## src/rtl/csr_bank_pkg.sv

```systemverilog
// Shared types and helpers for the CSR register bank.
// Holds the per-register access mode enum and the byte-lane mask helper.
// No logic of its own; imported by csr_reg_cell and csr_bank.
package csr_bank_pkg;

    typedef enum logic [1:0] {
        CSR_RW    = 2'd0,
        CSR_RO    = 2'd1,
        CSR_W1C   = 2'd2,
        CSR_PULSE = 2'd3
    } csr_mode_e;

    // One byte lane of the write mask: all ones only when the write is
    // active and that lane's strobe is set.
    function automatic logic [7:0] lane_mask(input logic wr, input logic strb);
        return {8{wr & strb}};
    endfunction

endpackage

```

## src/rtl/csr_reg_cell.sv

```systemverilog
// Single CSR register with a compile-time access mode (RW / RO / W1C / PULSE).
// Latency: writes, hw_set events and hw_val samples appear on q one cycle later.
// Backpressure: none; a write or event is absorbed every cycle.
//
// Ports: clk, arstn (async active-low), wr (write select for this register),
//        wdata/wstrb (write data and byte enables), hw_set (W1C event bits),
//        hw_val (live value for RO), q (register contents).
module csr_reg_cell
    import csr_bank_pkg::*;
#(
    parameter int                DATA_W  = 32,
    parameter csr_mode_e         MODE    = CSR_RW,
    parameter logic [DATA_W-1:0] RST_VAL = '0
) (
    input  logic                  clk,
    input  logic                  arstn,
    input  logic                  wr,
    input  logic [DATA_W-1:0]     wdata,
    input  logic [DATA_W/8-1:0]   wstrb,
    input  logic [DATA_W-1:0]     hw_set,
    input  logic [DATA_W-1:0]     hw_val,
    output logic [DATA_W-1:0]     q
);

    // Pulse registers always come out of reset idle, whatever RST_VAL says.
    localparam logic [DATA_W-1:0] RESET_Q = (MODE == CSR_PULSE) ? '0 : RST_VAL;

    logic [DATA_W-1:0] wmask;
    logic [DATA_W-1:0] wbits;
    logic [DATA_W-1:0] q_nxt;

    for (genvar b = 0; b < DATA_W/8; b++) begin : g_lane
        assign wmask[8*b +: 8] = lane_mask(wr, wstrb[b]);
    end

    assign wbits = wdata & wmask;

    always_comb begin
        q_nxt = q;
        case (MODE)
            CSR_RW:    q_nxt = (q & ~wmask) | wbits;
            CSR_RO:    q_nxt = hw_val;
            // OR-ing the set after the clear makes a same-cycle set win.
            CSR_W1C:   q_nxt = (q & ~wbits) | hw_set;
            CSR_PULSE: q_nxt = wbits;
            default:   q_nxt = q;
        endcase
    end

    always_ff @(posedge clk or negedge arstn) begin
        if (!arstn) begin
            q <= RESET_Q;
        end else begin
            q <= q_nxt;
        end
    end

    // Each mode ignores some inputs; fold them together so the
    // specialisations that drop them do not leave dangling ports.
    logic unused_inputs;
    assign unused_inputs = ^{wr, wdata, wstrb, hw_set, hw_val};

endmodule

```

## src/rtl/csr_bank.sv

```systemverilog
// Parametrised control/status register bank with byte-strobed writes and a registered read port.
// Latency: writes visible on o_regs one cycle after the edge; read response one cycle after i_rd.
// Backpressure: none; i_wr and i_rd are accepted every cycle.
//
// Ports: i_clk, i_arstn (async active-low); write port i_wr/i_waddr/i_wdata/i_wstrb;
//        read port i_rd/i_raddr -> o_rdata/o_rvalid/o_rerr; hardware side i_hw_val (RO),
//        i_hw_set (W1C events); o_regs carries all register contents to the fabric.
module csr_bank
    import csr_bank_pkg::*;
#(
    parameter int                               DATA_W  = 32,
    parameter int                               N_REGS  = 8,
    parameter int                               ADDR_W  = (N_REGS > 1) ? $clog2(N_REGS) : 1,
    parameter logic [N_REGS-1:0][DATA_W-1:0]    RST_VAL = '0,
    parameter csr_mode_e [N_REGS-1:0]           MODE    = '{default: CSR_RW}
) (
    input  logic                        i_clk,
    input  logic                        i_arstn,
    input  logic                        i_wr,
    input  logic [ADDR_W-1:0]           i_waddr,
    input  logic [DATA_W-1:0]           i_wdata,
    input  logic [DATA_W/8-1:0]         i_wstrb,
    input  logic                        i_rd,
    input  logic [ADDR_W-1:0]           i_raddr,
    output logic [DATA_W-1:0]           o_rdata,
    output logic                        o_rvalid,
    output logic                        o_rerr,
    input  logic [N_REGS*DATA_W-1:0]    i_hw_val,
    input  logic [N_REGS*DATA_W-1:0]    i_hw_set,
    output logic [N_REGS*DATA_W-1:0]    o_regs
);

    logic [N_REGS-1:0][DATA_W-1:0] regs;

    // Out-of-range write addresses match no cell, so they fall away here.
    for (genvar i = 0; i < N_REGS; i++) begin : g_reg
        logic sel;
        assign sel = i_wr && (i_waddr == ADDR_W'(i));

        csr_reg_cell #(
            .DATA_W  (DATA_W),
            .MODE    (MODE[i]),
            .RST_VAL (RST_VAL[i])
        ) u_cell (
            .clk    (i_clk),
            .arstn  (i_arstn),
            .wr     (sel),
            .wdata  (i_wdata),
            .wstrb  (i_wstrb),
            .hw_set (i_hw_set[i*DATA_W +: DATA_W]),
            .hw_val (i_hw_val[i*DATA_W +: DATA_W]),
            .q      (regs[i])
        );
    end

    assign o_regs = regs;

    // Read mux. Register contents are taken before any same-cycle write lands,
    // so a colliding read returns the old value. RO registers return the live
    // hardware value present at the read edge rather than the one-cycle-old copy.
    logic [DATA_W-1:0] rd_val;
    logic              rd_hit;

    always_comb begin
        rd_val = '0;
        rd_hit = 1'b0;
        for (int i = 0; i < N_REGS; i++) begin
            if (i_raddr == ADDR_W'(i)) begin
                rd_hit = 1'b1;
                case (MODE[i])
                    CSR_PULSE: rd_val = '0;
                    CSR_RO:    rd_val = i_hw_val[i*DATA_W +: DATA_W];
                    default:   rd_val = regs[i];
                endcase
            end
        end
    end

    // Response registers: rdata/rerr hold until the next read.
    always_ff @(posedge i_clk or negedge i_arstn) begin
        if (!i_arstn) begin
            o_rvalid <= 1'b0;
            o_rdata  <= '0;
            o_rerr   <= 1'b0;
        end else begin
            o_rvalid <= i_rd;
            if (i_rd) begin
                o_rdata <= rd_val;
                o_rerr  <= ~rd_hit;
            end
        end
    end

endmodule

```

## config.mk

```make
export PLATFORM = sky130hd
export DESIGN_NAME = csr_bank
export DESIGN_NICKNAME = d
export VERILOG_FILES = /design/src/rtl/csr_bank_pkg.sv /design/src/rtl/csr_reg_cell.sv /design/src/rtl/csr_bank.sv
export SDC_FILE = /design/constraint.sdc
export NUM_CORES = 1
export LEC_CHECK = 0
export CORE_AREA = 2 2 326 328
export CTS_CLUSTER_SIZE = 28
export DETAILED_ROUTE_END_ITERATION = 7
export DIE_AREA = 0 0 328 330
export PLACE_DENSITY = 0.41
export SETUP_SLACK_MARGIN = 0.2
export SLEW_MARGIN = 20
export SYNTH_ARGS = -nofsm -noshare
export SYNTH_HDL_FRONTEND = slang
export SYNTH_HIERARCHICAL = 1
export SYNTH_SLANG_ARGS = --single-unit
```

## constraint.sdc

```tcl
create_clock -name i_clk -period 1.45 [get_ports i_clk]
set_input_delay 0.29 -clock i_clk [delete_from_list [all_inputs] [get_ports i_clk]]
set_output_delay 0.29 -clock i_clk [all_outputs]
set_load 0.05 [all_outputs]
```

==> impl_metrics.env <==
export IMPL_status="finished with violations"
export IMPL_violations="negative setup slack"
export IMPL_setup_viol=100
export IMPL_io_pins=848
export IMPL_dp_hpwl_um=55410
export IMPL_drt_wirelength_per_cell_um=23.55
export IMPL_startpoint_type="flip-flop"
export IMPL_path_clk_slew_ns=0.06
export IMPL_arrival_ns=1.23
export IMPL_skew_ns=0.03321
export IMPL_vias=11660
export IMPL_layout_nets=2261
export IMPL_dieArea_sq_um=108200
export IMPL_power_per_cell_area_nw_per_um2=1687
export IMPL_cts_buffers=37
export IMPL_synth_seq_cells=290
export IMPL_remaining_drc_errors=0
export IMPL_grt_max_degree=59
export IMPL_ant_nets=0
export IMPL_die_x_um=328
export IMPL_cts_buffer_depth=3
export IMPL_post_synth_cell_area_avg_sq_um=12.82
export IMPL_drt_vias_per_instance=3.737
export IMPL_die_h_um=330
export IMPL_slew_headroom_pct=71.63
export IMPL_coreArea_sq_um=104700
export IMPL_post_route_util_pct=24.57
export IMPL_fin_crit_ns=1.524
export IMPL_layout_common_cells="buf_12 (323), buf_4 (289), mux2_2 (256)"
export IMPL_syn_area_sq_um=13290
export IMPL_use_met3_pct=6.420
export IMPL_clock_latency_ns=0.57
export IMPL_leakagePower_nw=11.03
export IMPL_synth_cells=1037
export IMPL_rows=119
export IMPL_finalPower_mw=43.40
export IMPL_crit_type="reg -> out"
export IMPL_yosysWarnings=6
export IMPL_grt_pass1_vias=12540
export IMPL_hold_violations=0
export IMPL_groute_usage_overall_pct=13.28
export IMPL_ys_seq_area_share_pct=54.59
export IMPL_cp_max_fo=2
export IMPL_grt_ovfl_total=0
export IMPL_vdd_drop_max_mv=0.8765
export IMPL_rsz0062_at_grt="yes"
export IMPL_slew_viol_final=0
export IMPL_root_buffer="clkbuf_16"
export IMPL_stdcell_area_sq_um=25720
export IMPL_cp_required_ns=1.16
export IMPL_cts_htree_levels=2
export IMPL_placed_area_sq_um=22260
export IMPL_use_met2_pct=22.36
export IMPL_fin_crit_sh_pct=105.1
export IMPL_fin_cells=3121
export IMPL_finalWirelength_um=73500
export IMPL_antenna_found_initial=13
export IMPL_fin_ws_ns=-0.07435
export IMPL_critPathCaptureType="output pin"
export IMPL_grt_pass1_wl_um=101300
export IMPL_hold_path_class="in -> async"
export IMPL_cts_tree="done"
export IMPL_busiest_layer="met2"
export IMPL_fmax_mhz=656.0
export IMPL_drt_pass1_iterations=6
export IMPL_grt_use_met1_pct=14.92
export IMPL_drive_above_1_share_pct=68.33
export IMPL_drtIter0Drc=475
export IMPL_start_util_pct=12.70
export IMPL_gp_congestion=0.8121
export IMPL_tightest_slew_ns=0.4242
export IMPL_syn_num_nets=1595
export IMPL_io_buffers=335
export IMPL_fill_cells=10960
export IMPL_ys_types=31
export IMPL_maxCapViolCount=0
export IMPL_area_growth_pct=93.44
export IMPL_cts_sinks=290
export IMPL_layout_commonest_cell="buf_12"
export IMPL_dp_cells=2820
## cell families after synthesis
family / after synthesis / synth area share (%)
AOI/OAI and AO/OA: 256 / 11.75
and+or+nand+nor: 133 / 5.572
DFF: 290 / 54.59
buffers and inverters: 54 / 2.795
muxes: 304 / 25.30
## timing repair
action | 4_1_cts | 5_1_grt
endpoints found under the setup margin | 552 | 383
gates resized for setup | 141 | 70
hold buffers | 1 | 0
setup buffers | 210 | 24
pin swaps | 11 | 35
endpoints found under the hold margin | 188 | 0
## cells in the mapped netlist, drive strengths merged
cell | instances | area (sq um)
mux2 | 256 | 2883
a21boi | 8 | 60.06
dfrtp | 290 | 7257
buf | 39 | 314.0
inv | 2 | 7.510
nand3 | 1 | 10.01
nand2b | 4 | 25.02
and3b | 16 | 140.1
mux2i | 48 | 480.5
nor3 | 2 | 10.01
a21oi | 72 | 360.4
a31oi | 24 | 150.1
clkbuf | 13 | 50.04
nor3b | 1 | 18.77
o21a | 24 | 180.2
a22oi | 8 | 60.06
o2bb2ai | 24 | 210.2
a211oi | 8 | 60.06
nor2b | 19 | 118.9
o21ai | 80 | 400.4
nor2 | 55 | 206.5
o311a | 8 | 80.08
nand2 | 35 | 211.5
## critical path, cell delays in order, from the launching register on
cell	delay, ns
dfrtp_2	0.40
buf_6	0.12
buf_12	0.14
## routing by layer
metal  vias up  routed length, um
li1       5168                  -
met1      5994              28340
met2       373              35490
met3       110               7336
met4        18               2214
met5         -                116
## cell type report
class	instances	area [sq um]	area share, %
timing repair buffer	679	9331	36.29
sequential	290	7430	28.89
multi-input combinational	693	6020	23.41
tap	1391	1740	6.768
clock buffer	50	1035	4.024
clock inverter	13	145.1	0.5644
inverter	2	7.507	0.02919
antenna	3	7.507	0.02919
## stage by stage
step           hold WS (ns)  setup TNS [ns]  worst slack (ns)
2_1_floorplan     -0.005591               0            0.1411
3_3_place_gp         0.2001         -148.86           -0.6707
3_5_place_dp         0.2006         -147.32           -0.6712
4_1_cts              0.1564          -10.54           -0.1210
5_1_grt              0.1708          -11.77           -0.1278
6_report             0.1942          -1.455          -0.07435
## where the power goes
group | internal [mW] | switching, mW | leakage (nW)
registers | 10.1 | 2.53 | 3.40
clock network | 5.22 | 3.87 | 0.582
logic | 10.8 | 10.9 | 7.05
total | 26.1 | 17.3 | 11.0
## final timing paths
kind / slack [ns] / cells past startpoint / endpoint
worst max-delay path: -0.07 / 2 / o_regs[90]
worst min-delay path: 0.19 / 2 / o_rdata[19]
worst max register to register: 0.11 / 6 / o_rdata[31]
worst min register to register: 0.58 / 1 / flip-flop
max in group asynchronous: 0.46 / 3 / asynchronous set/reset pin
min in group i_clk: 0.20 / 2 / o_rvalid
Power figures use the tool's default switching activity.
